<file path="src/rtl/dmem_port_arbiter_if.sv">
// Bundle of the core, debug and RAM-side signals around the data-memory arbiter.
// The slave modport is the arbiter's view; the master modport is the requesters plus the RAM.
interface dmem_port_arbiter_if #(
  parameter int unsigned ADDR_W = 8,
  parameter int unsigned DATA_W = 32
);
  logic              core_req;
  logic              core_we;
  logic [ADDR_W-1:0] core_addr;
  logic [DATA_W-1:0] core_wdata;
  logic              core_gnt;
  logic              core_stall;
  logic              core_rvalid;
  logic [DATA_W-1:0] core_rdata;

  logic              dbg_req;
  logic              dbg_we;
  logic [ADDR_W-1:0] dbg_addr;
  logic [DATA_W-1:0] dbg_wdata;
  logic              dbg_gnt;
  logic              dbg_rvalid;
  logic [DATA_W-1:0] dbg_rdata;

  logic [ADDR_W-1:0] mem_addr;
  logic [DATA_W-1:0] mem_data;
  logic              mem_wren;
  logic [DATA_W-1:0] mem_q;

  modport master (
    output core_req, core_we, core_addr, core_wdata,
    output dbg_req, dbg_we, dbg_addr, dbg_wdata,
    output mem_q,
    input  core_gnt, core_stall, core_rvalid, core_rdata,
    input  dbg_gnt, dbg_rvalid, dbg_rdata,
    input  mem_addr, mem_data, mem_wren
  );

  modport slave (
    input  core_req, core_we, core_addr, core_wdata,
    input  dbg_req, dbg_we, dbg_addr, dbg_wdata,
    input  mem_q,
    output core_gnt, core_stall, core_rvalid, core_rdata,
    output dbg_gnt, dbg_rvalid, dbg_rdata,
    output mem_addr, mem_data, mem_wren
  );
endinterface

</file>
<file path="src/rtl/dmem_port_arbiter.sv">
// Single-port data RAM arbiter: core has priority, a saturating starvation counter
// guarantees the debug port a slot after STARVE_LIMIT consecutive denials.
module dmem_port_arbiter #(
  parameter int unsigned STARVE_LIMIT = 4
) (
  input logic                pllClk0,
  input logic                reset,
  dmem_port_arbiter_if.slave bus
);

  localparam int unsigned     CntW      = $clog2(STARVE_LIMIT + 1);
  localparam logic [CntW-1:0] StarveMax = CntW'(STARVE_LIMIT);

  typedef enum logic [1:0] {OwnNone, OwnCore, OwnDbg} owner_e;

  owner_e          owner_q;
  logic [CntW-1:0] starve_cnt_q;
  logic            core_gnt;
  logic            dbg_gnt;

  // Grants are forced low while reset is held so nothing reaches the RAM.
  always_comb begin
    dbg_gnt  = 1'b0;
    core_gnt = 1'b0;
    if (!reset) begin
      dbg_gnt  = bus.dbg_req & (~bus.core_req | (starve_cnt_q == StarveMax));
      core_gnt = bus.core_req & ~dbg_gnt;
    end
  end

  always_comb begin
    bus.mem_addr = bus.core_addr;
    bus.mem_data = bus.core_wdata;
    bus.mem_wren = 1'b0;
    if (dbg_gnt) begin
      bus.mem_addr = bus.dbg_addr;
      bus.mem_data = bus.dbg_wdata;
      bus.mem_wren = bus.dbg_we;
    end else if (core_gnt) begin
      bus.mem_wren = bus.core_we;
    end
  end

  always_ff @(posedge pllClk0 or posedge reset) begin
    if (reset) begin
      owner_q      <= OwnNone;
      starve_cnt_q <= '0;
    end else begin
      if (dbg_gnt && !bus.dbg_we) begin
        owner_q <= OwnDbg;
      end else if (core_gnt && !bus.core_we) begin
        owner_q <= OwnCore;
      end else begin
        owner_q <= OwnNone;
      end

      if (!bus.dbg_req || dbg_gnt) begin
        starve_cnt_q <= '0;
      end else if (starve_cnt_q != StarveMax) begin
        starve_cnt_q <= starve_cnt_q + CntW'(1);
      end
    end
  end

  assign bus.core_gnt    = core_gnt;
  assign bus.dbg_gnt     = dbg_gnt;
  assign bus.core_stall  = bus.core_req & ~core_gnt;
  assign bus.core_rvalid = (owner_q == OwnCore);
  assign bus.dbg_rvalid  = (owner_q == OwnDbg);
  // Both ports see the RAM output; only the valid flag says whose read it is.
  assign bus.core_rdata  = bus.mem_q;
  assign bus.dbg_rdata   = bus.mem_q;

endmodule
</file>
<file path="src/flat_wrapper.sv">
// flat-port wrapper written by rule: the top's interface ports become plain ports
module dmem_port_arbiter_flat 
#(
  parameter int unsigned STARVE_LIMIT = 4
)
  (pllClk0, reset, bus_core_req, bus_core_we, bus_core_addr, bus_core_wdata, bus_dbg_req, bus_dbg_we, bus_dbg_addr, bus_dbg_wdata, bus_mem_q, bus_core_gnt, bus_core_stall, bus_core_rvalid, bus_core_rdata, bus_dbg_gnt, bus_dbg_rvalid, bus_dbg_rdata, bus_mem_addr, bus_mem_data, bus_mem_wren);
  dmem_port_arbiter_if bus_i ();
  input logic pllClk0;
  input logic reset;
  input wire logic [$bits(bus_i.core_req)-1:0] bus_core_req;
  input wire logic [$bits(bus_i.core_we)-1:0] bus_core_we;
  input wire logic [$bits(bus_i.core_addr)-1:0] bus_core_addr;
  input wire logic [$bits(bus_i.core_wdata)-1:0] bus_core_wdata;
  input wire logic [$bits(bus_i.dbg_req)-1:0] bus_dbg_req;
  input wire logic [$bits(bus_i.dbg_we)-1:0] bus_dbg_we;
  input wire logic [$bits(bus_i.dbg_addr)-1:0] bus_dbg_addr;
  input wire logic [$bits(bus_i.dbg_wdata)-1:0] bus_dbg_wdata;
  input wire logic [$bits(bus_i.mem_q)-1:0] bus_mem_q;
  output wire logic [$bits(bus_i.core_gnt)-1:0] bus_core_gnt;
  output wire logic [$bits(bus_i.core_stall)-1:0] bus_core_stall;
  output wire logic [$bits(bus_i.core_rvalid)-1:0] bus_core_rvalid;
  output wire logic [$bits(bus_i.core_rdata)-1:0] bus_core_rdata;
  output wire logic [$bits(bus_i.dbg_gnt)-1:0] bus_dbg_gnt;
  output wire logic [$bits(bus_i.dbg_rvalid)-1:0] bus_dbg_rvalid;
  output wire logic [$bits(bus_i.dbg_rdata)-1:0] bus_dbg_rdata;
  output wire logic [$bits(bus_i.mem_addr)-1:0] bus_mem_addr;
  output wire logic [$bits(bus_i.mem_data)-1:0] bus_mem_data;
  output wire logic [$bits(bus_i.mem_wren)-1:0] bus_mem_wren;
  assign bus_i.core_req = bus_core_req;
  assign bus_i.core_we = bus_core_we;
  assign bus_i.core_addr = bus_core_addr;
  assign bus_i.core_wdata = bus_core_wdata;
  assign bus_i.dbg_req = bus_dbg_req;
  assign bus_i.dbg_we = bus_dbg_we;
  assign bus_i.dbg_addr = bus_dbg_addr;
  assign bus_i.dbg_wdata = bus_dbg_wdata;
  assign bus_i.mem_q = bus_mem_q;
  assign bus_core_gnt = bus_i.core_gnt;
  assign bus_core_stall = bus_i.core_stall;
  assign bus_core_rvalid = bus_i.core_rvalid;
  assign bus_core_rdata = bus_i.core_rdata;
  assign bus_dbg_gnt = bus_i.dbg_gnt;
  assign bus_dbg_rvalid = bus_i.dbg_rvalid;
  assign bus_dbg_rdata = bus_i.dbg_rdata;
  assign bus_mem_addr = bus_i.mem_addr;
  assign bus_mem_data = bus_i.mem_data;
  assign bus_mem_wren = bus_i.mem_wren;
  dmem_port_arbiter #(.STARVE_LIMIT(STARVE_LIMIT)) u_core (.pllClk0(pllClk0), .reset(reset), .bus(bus_i));
endmodule
</file>
<file path="config.mk">
export PLATFORM = sky130hd
export DESIGN_NAME = dmem_port_arbiter_flat
export DESIGN_NICKNAME = d
export VERILOG_FILES = /design/src/rtl/dmem_port_arbiter_if.sv /design/src/rtl/dmem_port_arbiter.sv /design/src/flat_wrapper.sv
export SDC_FILE = /design/constraint.sdc
export NUM_CORES = 1
export LEC_CHECK = 0
export ABC_CLOCK_PERIOD_IN_PS = 4400
export CAP_MARGIN = 0
export CELL_PAD_IN_SITES_DETAIL_PLACEMENT = 0
export CELL_PAD_IN_SITES_GLOBAL_PLACEMENT = 1
export CORE_MARGIN = 1
export CORE_UTILIZATION = 13
export CTS_CLUSTER_DIAMETER = 150
export DETAILED_ROUTE_END_ITERATION = 8
export GPL_TIMING_DRIVEN = 0
export PLACE_DENSITY_LB_ADDON = 0.05
export SLEW_MARGIN = 20
export SYNTH_ARGS = -nofsm -noshare
export SYNTH_HDL_FRONTEND = slang
export SYNTH_SLANG_ARGS = --single-unit
export TNS_END_PERCENT = 50
</file>
<file path="constraint.sdc">
create_clock -name pllClk0 -period 4.4 [get_ports pllClk0]
set_input_delay 0.88 -clock pllClk0 [delete_from_list [all_inputs] [get_ports pllClk0]]
set_output_delay 0.88 -clock pllClk0 [all_outputs]
set_load 0.05 [all_outputs]
</file>
==> results of run 1 <==
==> per-layer routing <==
| layer | vias to the layer above | track usage (%) | share of wire [%] |
|---|---|---|---|
| met3 | 5 | 5.41 | 13 |
| li1 | 809 | - | - |
| met5 | - | 0 | 0 |
| met2 | 105 | 21.5 | 53 |
| met1 | 729 | 11.4 | 33 |
| met4 | 0 | 2.34 | 0.68 |
==> cell usage after synthesis <==
library cell and instances:
a21oi_1 2, a21oi_4 1, a22o_1 1, a311oi_1 1, buf_4 64, buf_6 4, dfrtp_1 5, ha_1 2
inv_1 4, mux2_1 3, mux2_2 37, nand2_1 5, nand2b_1 1, nand3_1 1, nor2_1 2, nor2b_1 4
o21ai_0 1, o221ai_1 1, o22ai_1 2
==> how the worst max path moves through the flow <==
stage | start | to | slack [ns] | cells past startpoint
2_1_floorplan | bus_dbg_req | bus_core_stall | 0.53 | 2
3_3_place_gp | bus_dbg_req | bus_mem_data[16] | 0.24 | 6
3_5_place_dp | bus_dbg_req | bus_mem_data[16] | 0.25 | 6
4_1_cts | bus_dbg_req | bus_mem_data[16] | 0.24 | 6
5_1_grt | bus_dbg_req | bus_mem_data[16] | 0.13 | 6
6_report | reset | bus_mem_data[16] | 0.29 | 6
==> sequential cells by signal, indices dropped and copies added, names as in the netlist <==
register,flops
u_core.starve_cnt_q,3
u_core.owner_q,2
==> final cells by class <==
type | instances | area share [%]
multi-input cells | 64 | 17.7
inverters | 4 | 0.437
flip-flops and latches | 5 | 3.65
well taps | 129 | 4.70
repair buffers | 195 | 56.9
plain buffers | 68 | 15.3
clock buffers | 4 | 1.31
==> worst register-to-register path, stage by stage (launching register included) <==
cell     delay (ns)
dfrtp_1        0.39
inv_1          0.09
ha_1           0.23
nand2_1        0.13
a21oi_4        0.35
buf_6          0.20
nor2b_1        0.13
==> cells by family after synthesis <==
logic type	after synthesis	synth area share [%]
mux	40	35.4
fa+ha+maj	2	1.96
buf+inv	72	42.4
flops	5	9.82
simple gates	13	4.91
compound gates	9	5.50
==> through the flow <==
step	hold slack [ns]	utilization [%]	total power, mW	std cells
after floorplan	0.481	-	0.364	141
after global placement	0.523	36.1	0.562	465
after detailed placement	0.524	36.1	0.560	465
after CTS	0.530	36.6	0.651	469
after global routing	0.572	36.6	0.672	469
final	0.537	36.6	0.643	469
==> report_power, final <==
part           switching (mW)  internal (mW)
registers             0.00181         0.0486
logic                   0.279          0.227
clock network          0.0240         0.0623
total                   0.305          0.338
==> flow_metrics.tcl, run 1 <==
set metrics [dict create \
    layout_commonest_cell "clkdlybuf4s50_1" \
    r2r_start "u_core.starve_cnt_q[0]" \
    vias 1648 \
    path_max_fanout 10 \
    die_w_um 101 \
    yosysWarnings 0 \
    die_area_sq_um 10200 \
    multi_input_area_sq_um 608 \
    postSynthCellCount 141 \
    worstSkewPairLatency_ns 0.23 \
    clock-sinks 5 \
    cts_root_buffer "clkbuf_8" \
    synth_area_leader_cell "buf_4" \
    cts.reportedPaths.clkPinSlew_ns 0.03 \
    cp.required_ns 3.52 \
    status "finished, final reports clean" \
    cts_tree "built" \
    worstPathArrival_ns 3.23 \
    grt_pass1_wl_um 8860 \
    period_minus_slack_ns 4.11 \
    drive_above_1_share_pct 32.1 \
    relSlewSlack_pct 61.5 \
    grt_overflow_total 0 \
    rrSetupSlack_ns 2.80 \
    grt_start_max_net_pins 11 \
    setup_viol 0 \
    drtIter0Drc 3 \
    crit_slowest_cell "clkdlybuf4s50_1" \
    start_kind "primary input" \
    diodes 0 \
    start_util_pct 13.6 \
    clockBufferDepth 2 \
    critPathBufInv 3 \
    setup_slack_ns 0.290 \
    powerDensity_nw_per_um2 187 \
    antenna_found_initial 0 \
    leakage_nw 1.40 \
    reg2reg_depth 6 \
    cts_resized 0 \
    routed_wl_um 6300 \
    final_max_slew_viol_count 0 \
    min-delay-start "u_core.starve_cnt_q[2]" \
    hold_depth 1 \
    rsz0062_at_grt "false" \
    dp_slack_ns 0.251 \
    min_path_type "flip-flop to flip-flop" \
    dp_hpwl_um 5640 \
    hold_viol_final 0 \
    grt_pass1_vias 1715 \
    track_usage_pct 11.4 \
    io_pins 228 \
    min_to "u_core.starve_cnt_q[2]" \
    yosys.area.top_type_share_pct 37.7 \
    ys_ff_latch 5 \
    clock.fmax_mhz 243 \
    worst_setup_path_end_kind "primary output" \
    wl_per_cell_um 13.4 \
    critPathMostFrequentCell "clkdlybuf4s50_1" \
    avgSynthCellArea_sq_um 9.03 \
    drc 0 \
    portBuffers 195 \
    crit_type "primary input to primary output" \
    finalSetupTns_ns 0 \
    fp.dieH_um 101 \
    synthDistinctLibCells 19 \
    htreeDepth 1 \
    fin_nets 461 \
    rows 35 \
    path_cells "clkdlybuf4s50_1 -> nand2b_1 -> a21oi_4 -> buf_6 -> mux2_2 -> clkdlybuf4s50_1" \
    r2r_end "u_core.owner_q[1]" \
    cp_top_family "buffers and inverters" \
    worst_path_largest_cell_delay_ns 0.74 \
    synthTopCellsByArea "buf_4, mux2_2, dfrtp_1" \
    fin_worst_skew_ns 0.00178 \
    syn-num-nets 261 \
    final_area_sq_um 3430 \
    vdd_ir_drop_max_mv 0.0637 \
    gp_congestion 0.729 \
    synthToLayoutAreaGrowth_pct 169 \
    post-cts-setup-buffers 0 \
    drv_cap 0 \
    dr.pass1.iters 3 \
    syn_area_sq_um 1270 \
    vias_per_cell 3.51 \
    layout_common_cells "clkdlybuf4s50_1, buf_4, mux2_2" \
    ys_seq_area_share_pct 9.82 \
    worst_pin_slew_ns 0.576 \
    ctsHoldBuffers 0 \
    antenna_left 0 \
    cts-buffers-inserted 3 \
    placed_area_sq_um 3390 \
    coreArea_sq_um 9370 \
    period_share_pct 93.4 \
    register_area_sq_um 125 \
    fillerInstances 995 \
]
Note: power is estimated with default switching activity, not from simulation.
==> run 2, diff against run 1 <==
Settings changed: CORE_AREA set to 2 2 89 91, CORE_MARGIN 1 to unset, CORE_UTILIZATION 13 to unset, DIE_AREA set to 0 0 91 93, DONT_BUFFER_PORTS set to 1, SLEW_MARGIN 20 to 5.
==> flow_metrics.tcl, run 2 (synthesis gave the netlist of run 1 again) <==
set metrics [dict create \
    leakage_nw 0.648 \
    io_pins 228 \
    wl_per_cell_um 14.8 \
    powerDensity_nw_per_um2 313 \
    portBuffers 0 \
    worst_setup_path_end_kind "primary output" \
    die_area_sq_um 8460 \
    ctsHoldBuffers 0 \
    fillerInstances 862 \
    grt_pass1_vias 929 \
    fp.dieH_um 93 \
    setup_slack_ns 1.31 \
    largest_registers "u_core.starve_cnt_q: 3 flops, u_core.owner_q: 2 flops" \
    gp_congestion 0.685 \
    relSlewSlack_pct 37.0 \
    drive_above_1_share_pct 75.5 \
    drtIter0Drc 15 \
    path_max_fanout 10 \
    antenna_found_initial 0 \
    start_util_pct 16.9 \
    reg2reg_depth 6 \
    r2r_end "u_core.owner_q[1]" \
    period_minus_slack_ns 3.09 \
    r2r_start "u_core.starve_cnt_q[0]" \
    register_area_sq_um 125 \
    drc 0 \
    period_share_pct 70.3 \
    cp_top_family "multiplexers" \
    place_inst 245 \
    diodes 0 \
    largest_reg_flops 3 \
    critPathCapture "bus_mem_data[30]" \
    power.total_mw 0.458 \
    grt_overflow_total 0 \
    clock-sinks 5 \
    antenna_left 0 \
    synthToLayoutAreaGrowth_pct 14.9 \
    worstSkewPairLatency_ns 0.22 \
    worst_pin_slew_ns 0.943 \
    coreArea_sq_um 7530 \
    critical_path_cell_count 6 \
    clockBufferDepth 2 \
    multi_input_area_sq_um 614 \
    stdcell_count 249 \
    die_w_um 91 \
    hold_viol_final 0 \
    final_area_sq_um 1460 \
    cts_root_buffer "clkbuf_8" \
    worst_path_largest_cell_delay_ns 0.49 \
    top_register "u_core.starve_cnt_q" \
    fin_worst_skew_ns 0.00182 \
    post-cts-setup-buffers 0 \
    htreeDepth 1 \
    vias_per_cell 3.85 \
    fin_nets 268 \
    start_kind "flip-flop" \
    rrSetupSlack_ns 2.68 \
    crit_start "u_core.starve_cnt_q[0]" \
    vdd_ir_drop_max_mv 0.0716 \
    crit_slowest_cell "mux2_2" \
    clock.fmax_mhz 323 \
    dp_hpwl_um 3420 \
    cts.reportedPaths.clkPinSlew_ns 0.03 \
    dr.pass1.iters 4 \
    grt_pass1_wl_um 4820 \
    drv_cap 0 \
    path_cells "inv_1 -> ha_1 -> nand2_1 -> a21oi_4 -> buf_6 -> mux2_2" \
    dp_slack_ns 1.34 \
    critPathBufInv 2 \
    placed_area_sq_um 1420 \
    layout_commonest_cell "buf_4" \
    finalSetupTns_ns 0 \
    cts_tree "built" \
    final_max_slew_viol_count 0 \
    routed_wl_um 3680 \
    cts_resized 0 \
    rows 32 \
    vias 959 \
    status "finished, final reports clean" \
    track_usage_pct 7.14 \
    worstPathArrival_ns 2.21 \
    min_path_type "primary input to asynchronous set/reset pin" \
    layout_common_cells "buf_4, mux2_2, nand2_1, dfrtp_1" \
    crit_type "flip-flop to primary output" \
    cts-buffers-inserted 3 \
    setup_viol 0 \
    grt_start_max_net_pins 11 \
    rsz0062_at_grt "false" \
    cp.required_ns 3.52 \
]
-- run 2: cell types whose count changed in the layout (fill, tap and decap cells not counted), sizes merged --
| cell | change |
|---|---|
| clkdlybuf4s50 | -195 |
| buf | +2 |
-- run 2: area by class of cell --
class	count	area share (%)
Multi-Input combinational cell	64	42.0
Buffer	68	35.9
Tap cell	102	8.72
Sequential cell	5	8.55
Clock buffer	4	3.08
Inverter	4	1.03
Timing Repair Buffer	2	0.769
-- run 2: routing by layer --
layer  wire length, um  global-route usage, %
met2              2110                   14.3
met3               420                   2.50
met5                 0                      0
met4                 0                  0.758
met1              1150                   7.29
-- run 2: metrics by stage --
| step | util (%) | hold WS [ns] |
|---|---|---|
| after floorplan | - | 0.481 |
| after global placement | 18.6 | 0.514 |
| after detailed placement | 18.8 | 0.545 |
| after CTS | 19.4 | 0.454 |
| after global routing | 19.4 | 0.468 |
| final | 19.4 | 0.454 |
-- run 2: power breakdown --
| part | switching, mW | internal [mW] |
|---|---|---|
| clock | 0.0206 | 0.0620 |
| combinational | 0.251 | 0.0741 |
| sequential | 0.00182 | 0.0486 |
| total | 0.273 | 0.185 |
-- run 2: worst min-delay path by stage --
stage               slack [ns]                endpoint
CTS                       0.45  u_core.starve_cnt_q[1]
detailed placement        0.55  u_core.starve_cnt_q[2]
global placement          0.51  u_core.starve_cnt_q[2]
global route              0.47  u_core.starve_cnt_q[2]
floorplan                 0.48  u_core.starve_cnt_q[2]
finish                    0.45  u_core.starve_cnt_q[0]
-- run 2: worst register-to-register path: cells and delay by family, from the launching register on --
family / cells / cell delay, ns
flops: 1 / 0.39
compound gates: 1 / 0.37
buf+inv: 2 / 0.35
simple gates: 2 / 0.29
fa+ha+maj: 1 / 0.25
